==> src/rtl/ext_pkg.sv <==
// Shared types for the extend-unit arbiter: op encoding, response record, op helper.
// No logic; no latency; no backpressure.
package ext_pkg;

    localparam int EXT_NREQ = 4;
    localparam int EXT_ID_W = $clog2(EXT_NREQ);

    // Encoding is {sign, mode}.
    typedef enum logic [1:0] {
        EXT_UXTB = 2'b00,
        EXT_UXTH = 2'b01,
        EXT_SXTB = 2'b10,
        EXT_SXTH = 2'b11
    } ext_op_t;

    typedef struct packed {
        logic [31:0]         data;
        logic [EXT_ID_W-1:0] id;
    } ext_rsp_t;

    function automatic ext_op_t ext_op(input logic mode, input logic sign);
        return ext_op_t'({sign, mode});
    endfunction

endpackage

==> src/rtl/ext_share_arb_rr_arb.sv <==
// Round-robin pick: first requester after 'last', wrapping modulo N.
// Combinational, zero latency.
// No handshake; caller qualifies the grant with slot availability.
module rr_arb #(
    parameter int N = 4,
    parameter int W = $clog2(N)
) (
    input  logic [N-1:0] req,
    input  logic [W-1:0] last,
    output logic [N-1:0] gnt_onehot,
    output logic [W-1:0] gnt_idx
);

    logic         found;
    logic [W-1:0] idx;

    always_comb begin
        gnt_onehot = '0;
        gnt_idx    = '0;
        found      = 1'b0;
        idx        = '0;
        for (int k = 1; k <= N; k++) begin
            idx = W'((int'(last) + k) % N);
            if (!found && req[idx]) begin
                found           = 1'b1;
                gnt_onehot[idx] = 1'b1;
                gnt_idx         = idx;
            end
        end
    end

endmodule

==> src/rtl/uxtb.sv <==
// Byte/halfword zero- or sign-extend of a 32-bit operand.
// Combinational, zero latency.
// No handshake.
module uxtb
    import ext_pkg::*;
(
    input  logic        mode,
    input  logic        sign,
    input  logic [31:0] num,
    output logic [31:0] extended
);

    ext_op_t op;
    logic    unused_hi;

    assign op        = ext_op(mode, sign);
    assign unused_hi = ^num[31:16];

    always_comb begin
        extended = '0;
        case (op)
            EXT_UXTB: extended = {24'h0, num[7:0]};
            EXT_UXTH: extended = {16'h0, num[15:0]};
            EXT_SXTB: extended = {{24{num[7]}}, num[7:0]};
            EXT_SXTH: extended = {{16{num[15]}}, num[15:0]};
            default:  extended = '0;
        endcase
    end

endmodule

==> src/rtl/ext_share_arb.sv <==
// Shares one extend unit among NREQ requesters with round-robin grant and an ID-tagged result slot.
// Latency: accepted in cycle N, result on out_* in cycle N+1; 1/cycle with out_ready held high.
// Backpressure: a stalled slot holds out_* stable, drops all req_ready and freezes the round-robin pointer.
module ext_share_arb
    import ext_pkg::*;
#(
    parameter int NREQ = EXT_NREQ,
    parameter int ID_W = $clog2(NREQ)
) (
    input  logic              clk,
    input  logic              rst,
    input  logic [NREQ-1:0]   req_valid,
    input  logic [NREQ-1:0]   req_mode,
    input  logic [NREQ-1:0]   req_sign,
    input  logic [NREQ*32-1:0] req_data,
    output logic [NREQ-1:0]   req_ready,
    output logic              out_valid,
    input  logic              out_ready,
    output logic [31:0]       out_data,
    output logic [ID_W-1:0]   out_id
);

    logic [NREQ-1:0] gnt_onehot;
    logic [ID_W-1:0] gnt_idx;
    logic [ID_W-1:0] last_gnt;
    logic            free;
    logic            xfer;
    logic            sel_mode;
    logic            sel_sign;
    logic [31:0]     sel_data;
    logic [31:0]     ext_data;
    logic            out_valid_q;
    ext_rsp_t        rsp_q;

    rr_arb #(
        .N (NREQ),
        .W (ID_W)
    ) u_rr_arb (
        .req        (req_valid),
        .last       (last_gnt),
        .gnt_onehot (gnt_onehot),
        .gnt_idx    (gnt_idx)
    );

    assign free      = !out_valid_q || out_ready;
    assign req_ready = (free && !rst) ? gnt_onehot : '0;
    assign xfer      = |req_ready;

    assign sel_mode = req_mode[gnt_idx];
    assign sel_sign = req_sign[gnt_idx];
    assign sel_data = req_data[gnt_idx*32 +: 32];

    uxtb u_uxtb (
        .mode     (sel_mode),
        .sign     (sel_sign),
        .num      (sel_data),
        .extended (ext_data)
    );

    // Pointer moves only on a real transfer so a stalled requester keeps its turn.
    always_ff @(posedge clk) begin
        if (rst) begin
            out_valid_q <= 1'b0;
            rsp_q       <= '0;
            last_gnt    <= ID_W'(NREQ - 1);
        end else if (xfer) begin
            out_valid_q <= 1'b1;
            rsp_q.data  <= ext_data;
            rsp_q.id    <= EXT_ID_W'(gnt_idx);
            last_gnt    <= gnt_idx;
        end else if (out_ready) begin
            out_valid_q <= 1'b0;
        end
    end

    assign out_valid = out_valid_q;
    assign out_data  = rsp_q.data;
    assign out_id    = ID_W'(rsp_q.id);

endmodule

==> config.mk <==
export PLATFORM = sky130hd
export DESIGN_NAME = ext_share_arb
export DESIGN_NICKNAME = d
export VERILOG_FILES = /design/src/rtl/ext_pkg.sv /design/src/rtl/ext_share_arb_rr_arb.sv /design/src/rtl/uxtb.sv /design/src/rtl/ext_share_arb.sv
export SDC_FILE = /design/constraint.sdc
export NUM_CORES = 1
export LEC_CHECK = 0
export ABC_AREA = 1
export BUFFER_PORTS_ARGS = -buffer_cell sky130_fd_sc_hd__buf_2
export CELL_PAD_IN_SITES_DETAIL_PLACEMENT = 0
export CELL_PAD_IN_SITES_GLOBAL_PLACEMENT = 1
export CORE_MARGIN = 1.5
export CORE_UTILIZATION = 26
export CTS_CLUSTER_DIAMETER = 200
export CTS_CLUSTER_SIZE = 16
export DETAILED_ROUTE_END_ITERATION = 12
export PLACE_DENSITY_LB_ADDON = 0.1
export SLEW_MARGIN = 25
export SYNTH_ARGS = -nofsm -noshare
export SYNTH_HDL_FRONTEND = slang
export SYNTH_HIERARCHICAL = 1
export SYNTH_SLANG_ARGS = --single-unit
==> constraint.sdc <==
create_clock -name clk -period 3 [get_ports clk]
set_input_delay 0.15 -clock clk [delete_from_list [all_inputs] [get_ports clk]]
set_output_delay 0.15 -clock clk [all_outputs]
set_load 0.02 [all_outputs]
==> results of run 1 <==
[layout by cell type, fill, tap and decap left out]
cell type                  count
sky130_fd_sc_hd__dfxtp_2       1
sky130_fd_sc_hd__o22ai_2       3
sky130_fd_sc_hd__o22ai_1      15
sky130_fd_sc_hd__clkbuf_1      1
sky130_fd_sc_hd__clkinv_2      2
sky130_fd_sc_hd__a31oi_1       1
sky130_fd_sc_hd__buf_2       118
sky130_fd_sc_hd__dfxtp_1      36
sky130_fd_sc_hd__ha_4          1
sky130_fd_sc_hd__nor2_1       44
sky130_fd_sc_hd__nand3_4       1
sky130_fd_sc_hd__inv_1        11
sky130_fd_sc_hd__clkbuf_8      5
sky130_fd_sc_hd__nand2_1      72
sky130_fd_sc_hd__nand3_1      50
sky130_fd_sc_hd__o211ai_4      1
sky130_fd_sc_hd__o21ai_0      35
sky130_fd_sc_hd__a21oi_2       1
sky130_fd_sc_hd__nor2_4        2
sky130_fd_sc_hd__buf_4        17
sky130_fd_sc_hd__o21ai_1       2
sky130_fd_sc_hd__nand2_4       5
sky130_fd_sc_hd__nand3_2       5
sky130_fd_sc_hd__buf_6         2
sky130_fd_sc_hd__ha_1          7
sky130_fd_sc_hd__nand2_2       6
sky130_fd_sc_hd__inv_2         5
sky130_fd_sc_hd__a21boi_0      4
sky130_fd_sc_hd__clkinv_4      1
sky130_fd_sc_hd__a21oi_1      38
sky130_fd_sc_hd__o211ai_2      1
sky130_fd_sc_hd__inv_4         1
[power breakdown]
part           total, mW  switching (mW)  leakage [nW]  internal [mW]
Combinational       3.63            2.39          1.27           1.24
Clock              0.338           0.177        0.0450          0.161
Sequential         0.750          0.0808         0.302          0.670
Total               4.72            2.64          1.61           2.07
[what timing repair did]
item / 4_1_cts / 5_1_grt
setup buffers: 0 / 1
resized for setup: 0 / 12
setup endpoints to repair: 0 / 24
[critical path, cell delays in order (launching register included)]
cell and delay (ps):
sky130_fd_sc_hd__dfxtp_1 330, sky130_fd_sc_hd__inv_1 80, sky130_fd_sc_hd__ha_4 290, sky130_fd_sc_hd__inv_1 90, sky130_fd_sc_hd__nand2_4 120, sky130_fd_sc_hd__nand2_4 70
sky130_fd_sc_hd__nor2_4 120, sky130_fd_sc_hd__nor2_1 70, sky130_fd_sc_hd__a21oi_2 250, sky130_fd_sc_hd__buf_6 190, sky130_fd_sc_hd__o21ai_0 110, sky130_fd_sc_hd__o22ai_2 260
sky130_fd_sc_hd__inv_2 70, sky130_fd_sc_hd__nand3_4 110, sky130_fd_sc_hd__buf_4 160, sky130_fd_sc_hd__nand2_1 70, sky130_fd_sc_hd__nand2_1 70, sky130_fd_sc_hd__a21oi_1 70
[layout make-up]
cell class / instances / area (um2) / area share, %
Sequential cell: 37 / 742.0 / 21.96
Inverter: 18 / 75.07 / 2.222
Multi-Input combinational cell: 294 / 1568 / 46.41
Clock inverter: 2 / 10.01 / 0.2963
Timing Repair Buffer: 137 / 740.7 / 21.93
Clock buffer: 6 / 72.57 / 2.148
Tap cell: 136 / 170.2 / 5.037
[flip-flops by register name, indices dropped and copies added, names as in the netlist]
register,count
out_id,2
last_gnt,2
out_data,32
out_valid,1
[worst max path at each step]
stage	start	end	slack, ps	cells after the start
after global placement	last_gnt[1]	out_data[27]	40	15
after CTS	last_gnt[1]	out_data[20]	10	15
after global routing	last_gnt[1]	out_data[12]	-10	18
after floorplan	last_gnt[1]	out_data[22]	20	17
final	last_gnt[1]	out_data[12]	320	17
after detailed placement	last_gnt[1]	out_data[29]	20	15
[per-layer routing]
layer / GRT usage, % / vias to the layer above / routed length [um]
li1: - / 1504 / -
met1: 17.95 / 1331 / 3824
met2: 26.38 / 79 / 4199
met3: 4.329 / 8 / 534
met4: 4.403 / 0 / 96
met5: 0 / - / 0
[through the flow]
step / setup WS [ps] / utilization [%]
2_1_floorplan: 20.22 / -
3_3_place_gp: 40.09 / 31.50
3_5_place_dp: 18.90 / 31.50
4_1_cts: 13.52 / 32.31
5_1_grt: -14.75 / 33.02
6_report: 319.3 / 33.02
==> results by group, run 1 <==
Final layout
  – Filler Cell Count: 1205
  – Post-route non-filler standard cell count: 630
  – Area Growth Syn to Fin: 24.14%
  – Fraction of final layout cells sized beyond drive strength 1: between 30 and 40%
  – Post-layout nets: approximately 640
  – ANT cells: 0
  – Final Instance Area: 3378 um2

Drt
  – Post-route antenna net violation count: 0
  – Initial DRT Pass Iterations: 4
  – Via count: between 2000 and 3000
  – Count of routing violations after the opening detailed-route iteration: ~110
  – DRT Wirelength: roughly 8700 um
  – Wire length per cell: roughly 14 um
  – Via density per instance: about 4.6
  – Post-route DRC: 0

Placement
  – Number of buffers added on ports: 117
  – Routability cong.: 0.7890
  – HPWL after DPL: 6203 um
  – Number of placed cells counting well taps: roughly 620
  – Placed Area: roughly 3200 um2

Worst setup path
  – Reg2Reg Setup Slack: around 320 ps
  – Reg-to-reg startpoint: last_gnt[1]
  – WS Path Type: register to register
  – Maximum fanout along the worst path: 13
  – Worst Path Arrival: around 2800 ps
  – Critical Path End Type: register
  – CP Launch Type: register
  – Reg-to-reg endpoint: out_data[12]
  – Worst Reg-to-Reg Cells: 17
  – Critical Path RT: 3160 ps

Timing
  – Number of endpoints with negative hold slack in the final report: 0
  – Worst hold margin: 293.1 ps
  – Worst-case clock skew: around 3 ps
  – Measured slew at the worst slew-check pin: 665.6 ps
  – Worst slew margin relative to its limit: 55.47%
  – Final min period: approximately 2700 ps
  – Count of final setup violators: 0
  – Pins Over Slew Limit: 0
  – Period utilization: 89.36%
  – Setup TNS Final: 0 ps
  – Fmax achieved: around 0.37 GHz

GRT
  – Largest net degree at the start of global routing: 38
  – Total global routing overflow: 0
  – Vias in the first global route: a little under 3000
  – First-pass GRT wire length: between 10000 and 15000 um
  – Total global-route track usage: 15.12%
  – Number of antenna violations at the first check in global routing: 0

Power
  – Cell leakage power: between 1.5 and 2 nW
  – Pwr dens: between 1000 and 1500 nW/um2
  – Post-route total power: around 4.7 mW
  – Peak supply drop: a little under 500 uV

Logic synthesis
  – Cell count after synthesis: approximately 400
  – Number of warnings printed during yosys synthesis: 6
  – Mean post-synth cell area: a little under 7 um2
  – Syn nets: approximately 560
  – Total standard cell area after synthesis: 2721 um2

CTS
  – Number of sinks driven by the clock tree: 37
  – CTS tree: built
  – Number of buffers on the longest clock path: 2
  – Hold buffers post-CTS: 0
  – Clock latency reported for the late side of the worst-skew pair: 280 ps
  – H-tree depth reported by CTS: 2
  – Clock-pin slew on the worst setup and hold paths: roughly 70 ps
  – Clock buffers created by TritonCTS: 5
  – Root cell of the clock tree: sky130_fd_sc_hd__clkbuf_8

Min path
  – Worst hold endpoint: out_data[5]
  – Worst Hold Depth: 5
  – Min-delay worst type: input port to register
  – Hold path startpoint: req_data[5]

Flow run
  – Max-cap violation count: 0

Floorplanning
  – Count of boundary I/O pins: roughly 180
  – Placement row count: 37
  – Height of the die: about 110 um
  – Die outline area: 11090 um2
  – Initial core utilization: a little over a quarter
  – Width of the chip: about 110 um
  – Placeable Area: roughly 10000 um2

Status
  – Result of the run: finished clean
(Power assumes the default switching activity.)
==> run 2, diff against run 1 <==
CORE_UTILIZATION = 29   (was 26)
clock period = 2.8 ns   (was 3 ns; I/O delays follow)
==> run 2 against run 1 <==
Effect of this change:
- clock-buffer cell count increased by 1
- design area grew 2.8%
- non-clock buffer count rose by 10
- clock skew rose by 0.88 ps
- first-iteration DRC count is 26% lower
- sequential power increased by 7.1%
- core utilization increased by 4.9 points
- highest routed layer unchanged
- critical endpoint is now out_data[14]
- hold slack got worse by 170 ps
- routed wire length is 1.7% lower
- die area down 10%
- sequential cell count did not move
==> results by group, run 2 (same netlist as run 1, synthesis figures left out) <==
Power
  – Pwr dens: 1551 nW/um2 (+11%)
  – Cell leakage power: 1.672 nW (+3.5%)
  – Post-route total power: 5.387 mW (+14%)
  – Peak supply drop: 431.9 uV (-11%)

Drt
  – Post-route antenna net violation count: 0 (unchanged)
  – WL met2: 4349 um (+3.6%)
  – Post-route DRC: 0 (unchanged)
  – Highest metal layer used by the detailed router: met4
  – Metal3 WL: 560 um (+4.9%)
  – Initial DRT Pass Iterations: 5 (+1)
  – Wire length the detailed router placed on met1: 3553 um (-7.1%)
  – Count of routing violations after the opening detailed-route iteration: 84 (-26%)
  – Via count: 2974 (+1.8%)
  – Via density per instance: 4.844 (+4.4%)
  – Wire length per cell: 13.85 um (+0.84%)
  – DRT Wirelength: 8504 um (-1.7%)

CTS
  – Clock latency reported for the late side of the worst-skew pair: 280 ps (about the same)
  – H-tree depth reported by CTS: 2 (unchanged)
  – Root cell of the clock tree: sky130_fd_sc_hd__clkbuf_8
  – Clock-pin slew on the worst setup and hold paths: 70 ps (about the same)
  – CTS tree: built
  – Clock buffers created by TritonCTS: 5 (unchanged)
  – Number of buffers on the longest clock path: 2 (unchanged)
  – Hold buffers post-CTS: 0 (unchanged)
  – Number of sinks driven by the clock tree: 37 (unchanged)

GRT
  – Largest net degree at the start of global routing: 38 (unchanged)
  – First-pass GRT wire length: 13630 um (-0.21%)
  – Total global-route track usage: 16.82% (+1.7 points)
  – Number of antenna violations at the first check in global routing: 0 (unchanged)
  – Total global routing overflow: 0 (unchanged)
  – Vias in the first global route: 2935 (+0.93%)

Placement
  – Routability cong.: 0.7482 (-5.2%)
  – HPWL after DPL: 6066 um (-2.2%)
  – Number of buffers added on ports: 117 (unchanged)

Worst setup path
  – Biggest cell delay along the critical path: 340 ps (about the same)
  – Bufs and invs on worst path: 6 (+1)
  – Critical Path End Type: register
  – Crit-path leading delay family: buffers and inverters
  – Critical Path RT: 2960 ps (-200 ps)
  – CP Launch Type: register
  – Crit-path cells: inv_2, ha_4, inv_4, nand2_4, nand2_4, nor2_4, nor2_1, a21oi_2, buf_6, o21ai_0, o22ai_1, buf_4, inv_2, nand3_4, buf_6, nand2_1, nand2_2, a21oi_2
  – Maximum fanout along the worst path: 6 (-7)
  – Slowest cell on the critical path: sky130_fd_sc_hd__dfxtp_2
  – WS Path Type: register to register
  – Worst Path Arrival: 2740 ps (-100 ps)

Final layout
  – Flip-flop count of the largest register after layout: 32 (unchanged)
  – Post-layout nets: 654 (+1.6%)
  – Multi-input gate area: 1583 um2 (+0.96%)
  – Sequential cell area in the final layout: 743.2 um2 (+0.17%)
  – Area Growth Syn to Fin: 27.59%
  – ANT cells: 0 (unchanged)
  – Fraction of final layout cells sized beyond drive strength 1: 38.57% (+2.5 points)
  – Most frequent cells in the layout: sky130_fd_sc_hd__buf_2, sky130_fd_sc_hd__nand2_1, sky130_fd_sc_hd__nand3_1
  – Most frequent standard cell in the layout excluding fill and tap cells: sky130_fd_sc_hd__buf_2
  – Filler Cell Count: 1044 (-13%)

Timing
  – Measured slew at the worst slew-check pin: 655.4 ps (-10.22 ps)
  – Number of endpoints with negative hold slack in the final report: 0 (unchanged)
  – Worst slew margin relative to its limit: 56.15% (+0.68 points)
  – Fmax achieved: 0.3878 GHz (+3.9%)
  – Worst-case clock skew: 3.826 ps (+0.8763 ps)
  – Period utilization: 92.10% (+2.7 points)
  – Pins Over Slew Limit: 0 (unchanged)
  – Final min period: 2579 ps (-101.8 ps)
  – Worst hold margin: 124.3 ps (-168.8 ps)
  – Count of final setup violators: 0 (unchanged)

Floorplanning
  – Placement row count: 35 (-5.4%)
  – Placeable Area: 9153 um2 (-11%)
  – Width of the chip: 99.87 um (-5.2%)
  – Initial core utilization: 29.73% (+3.1 points)
  – Height of the die: 99.87 um (-5.2%)
  – Die outline area: 9974 um2 (-10%)
  – Count of boundary I/O pins: 182 (unchanged)

Min path
  – Min-delay worst type: input port to register

Status
  – Result of the run: finished clean

Flow run
  – Max-cap violation count: 0 (unchanged)
run 2: cell type report:
| class | count | share of cell area [%] |
|---|---|---|
| timing repair buffer | 147 | 24.29 |
| clock buffer | 7 | 2.486 |
| sequential | 37 | 21.41 |
| inverter | 18 | 2.234 |
| tap | 111 | 4.000 |
| multi-input combinational | 294 | 45.59 |
run 2: worst reg2reg max path, delay by kind of cell, from the launching register on:
kind | cells | cell delay (ps)
DFF | 1 | 340
buffers and inverters | 6 | 630
adders and majority gates | 1 | 300
and+or+nand+nor | 7 | 590
AOI/OAI and AO/OA | 4 | 580
run 2: timing repair:
action,4_1_cts,5_1_grt
resized for setup,1,21
endpoints found under the setup margin,16,28
cloned,0,2
buffers inserted,0,7
pin swaps,0,10
run 2: per-stage QoR:
step / worst slack (ps) / cell area (um2) / setup TNS (ps) / util [%] / cells
2_1_floorplan: 41.76 / 2739 / 0 / - / 404
3_3_place_gp: 23.48 / 3238 / 0 / 35.38 / 598
3_5_place_dp: 4.911 / 3238 / 0 / 35.38 / 598
4_1_cts: 10.35 / 3324 / 0 / 36.32 / 605
5_1_grt: -0.9861 / 3472 / -0.9861 / 37.94 / 614
6_report: 221.2 / 3472 / 0 / 37.94 / 614
run 2: final timing paths:
| path | start | endpoint | slack (ps) | cells after the start |
|---|---|---|---|---|
| hold / removal | rst | last_gnt[1] | 120 | 3 |
| setup / recovery | last_gnt[0] | out_data[14] | 220 | 18 |
| hold reg to reg | out_data[22] | out_data[22] | 480 | 2 |
| setup reg to reg | last_gnt[0] | out_data[14] | 220 | 18 |
run 2: report_power, final:
group	leakage, nW	internal (mW)	total, mW	switching, mW
combinational	1.33	1.59	4.21	2.62
clock	0.0443	0.195	0.374	0.179
sequential	0.302	0.719	0.803	0.0846
run 2: routing by layer:
metal  GRT usage [%]  up-vias
li1                -     1532
met1           19.56     1355
met2           30.77       83
met3           4.805        4
met4           3.250        0
met5               0        -
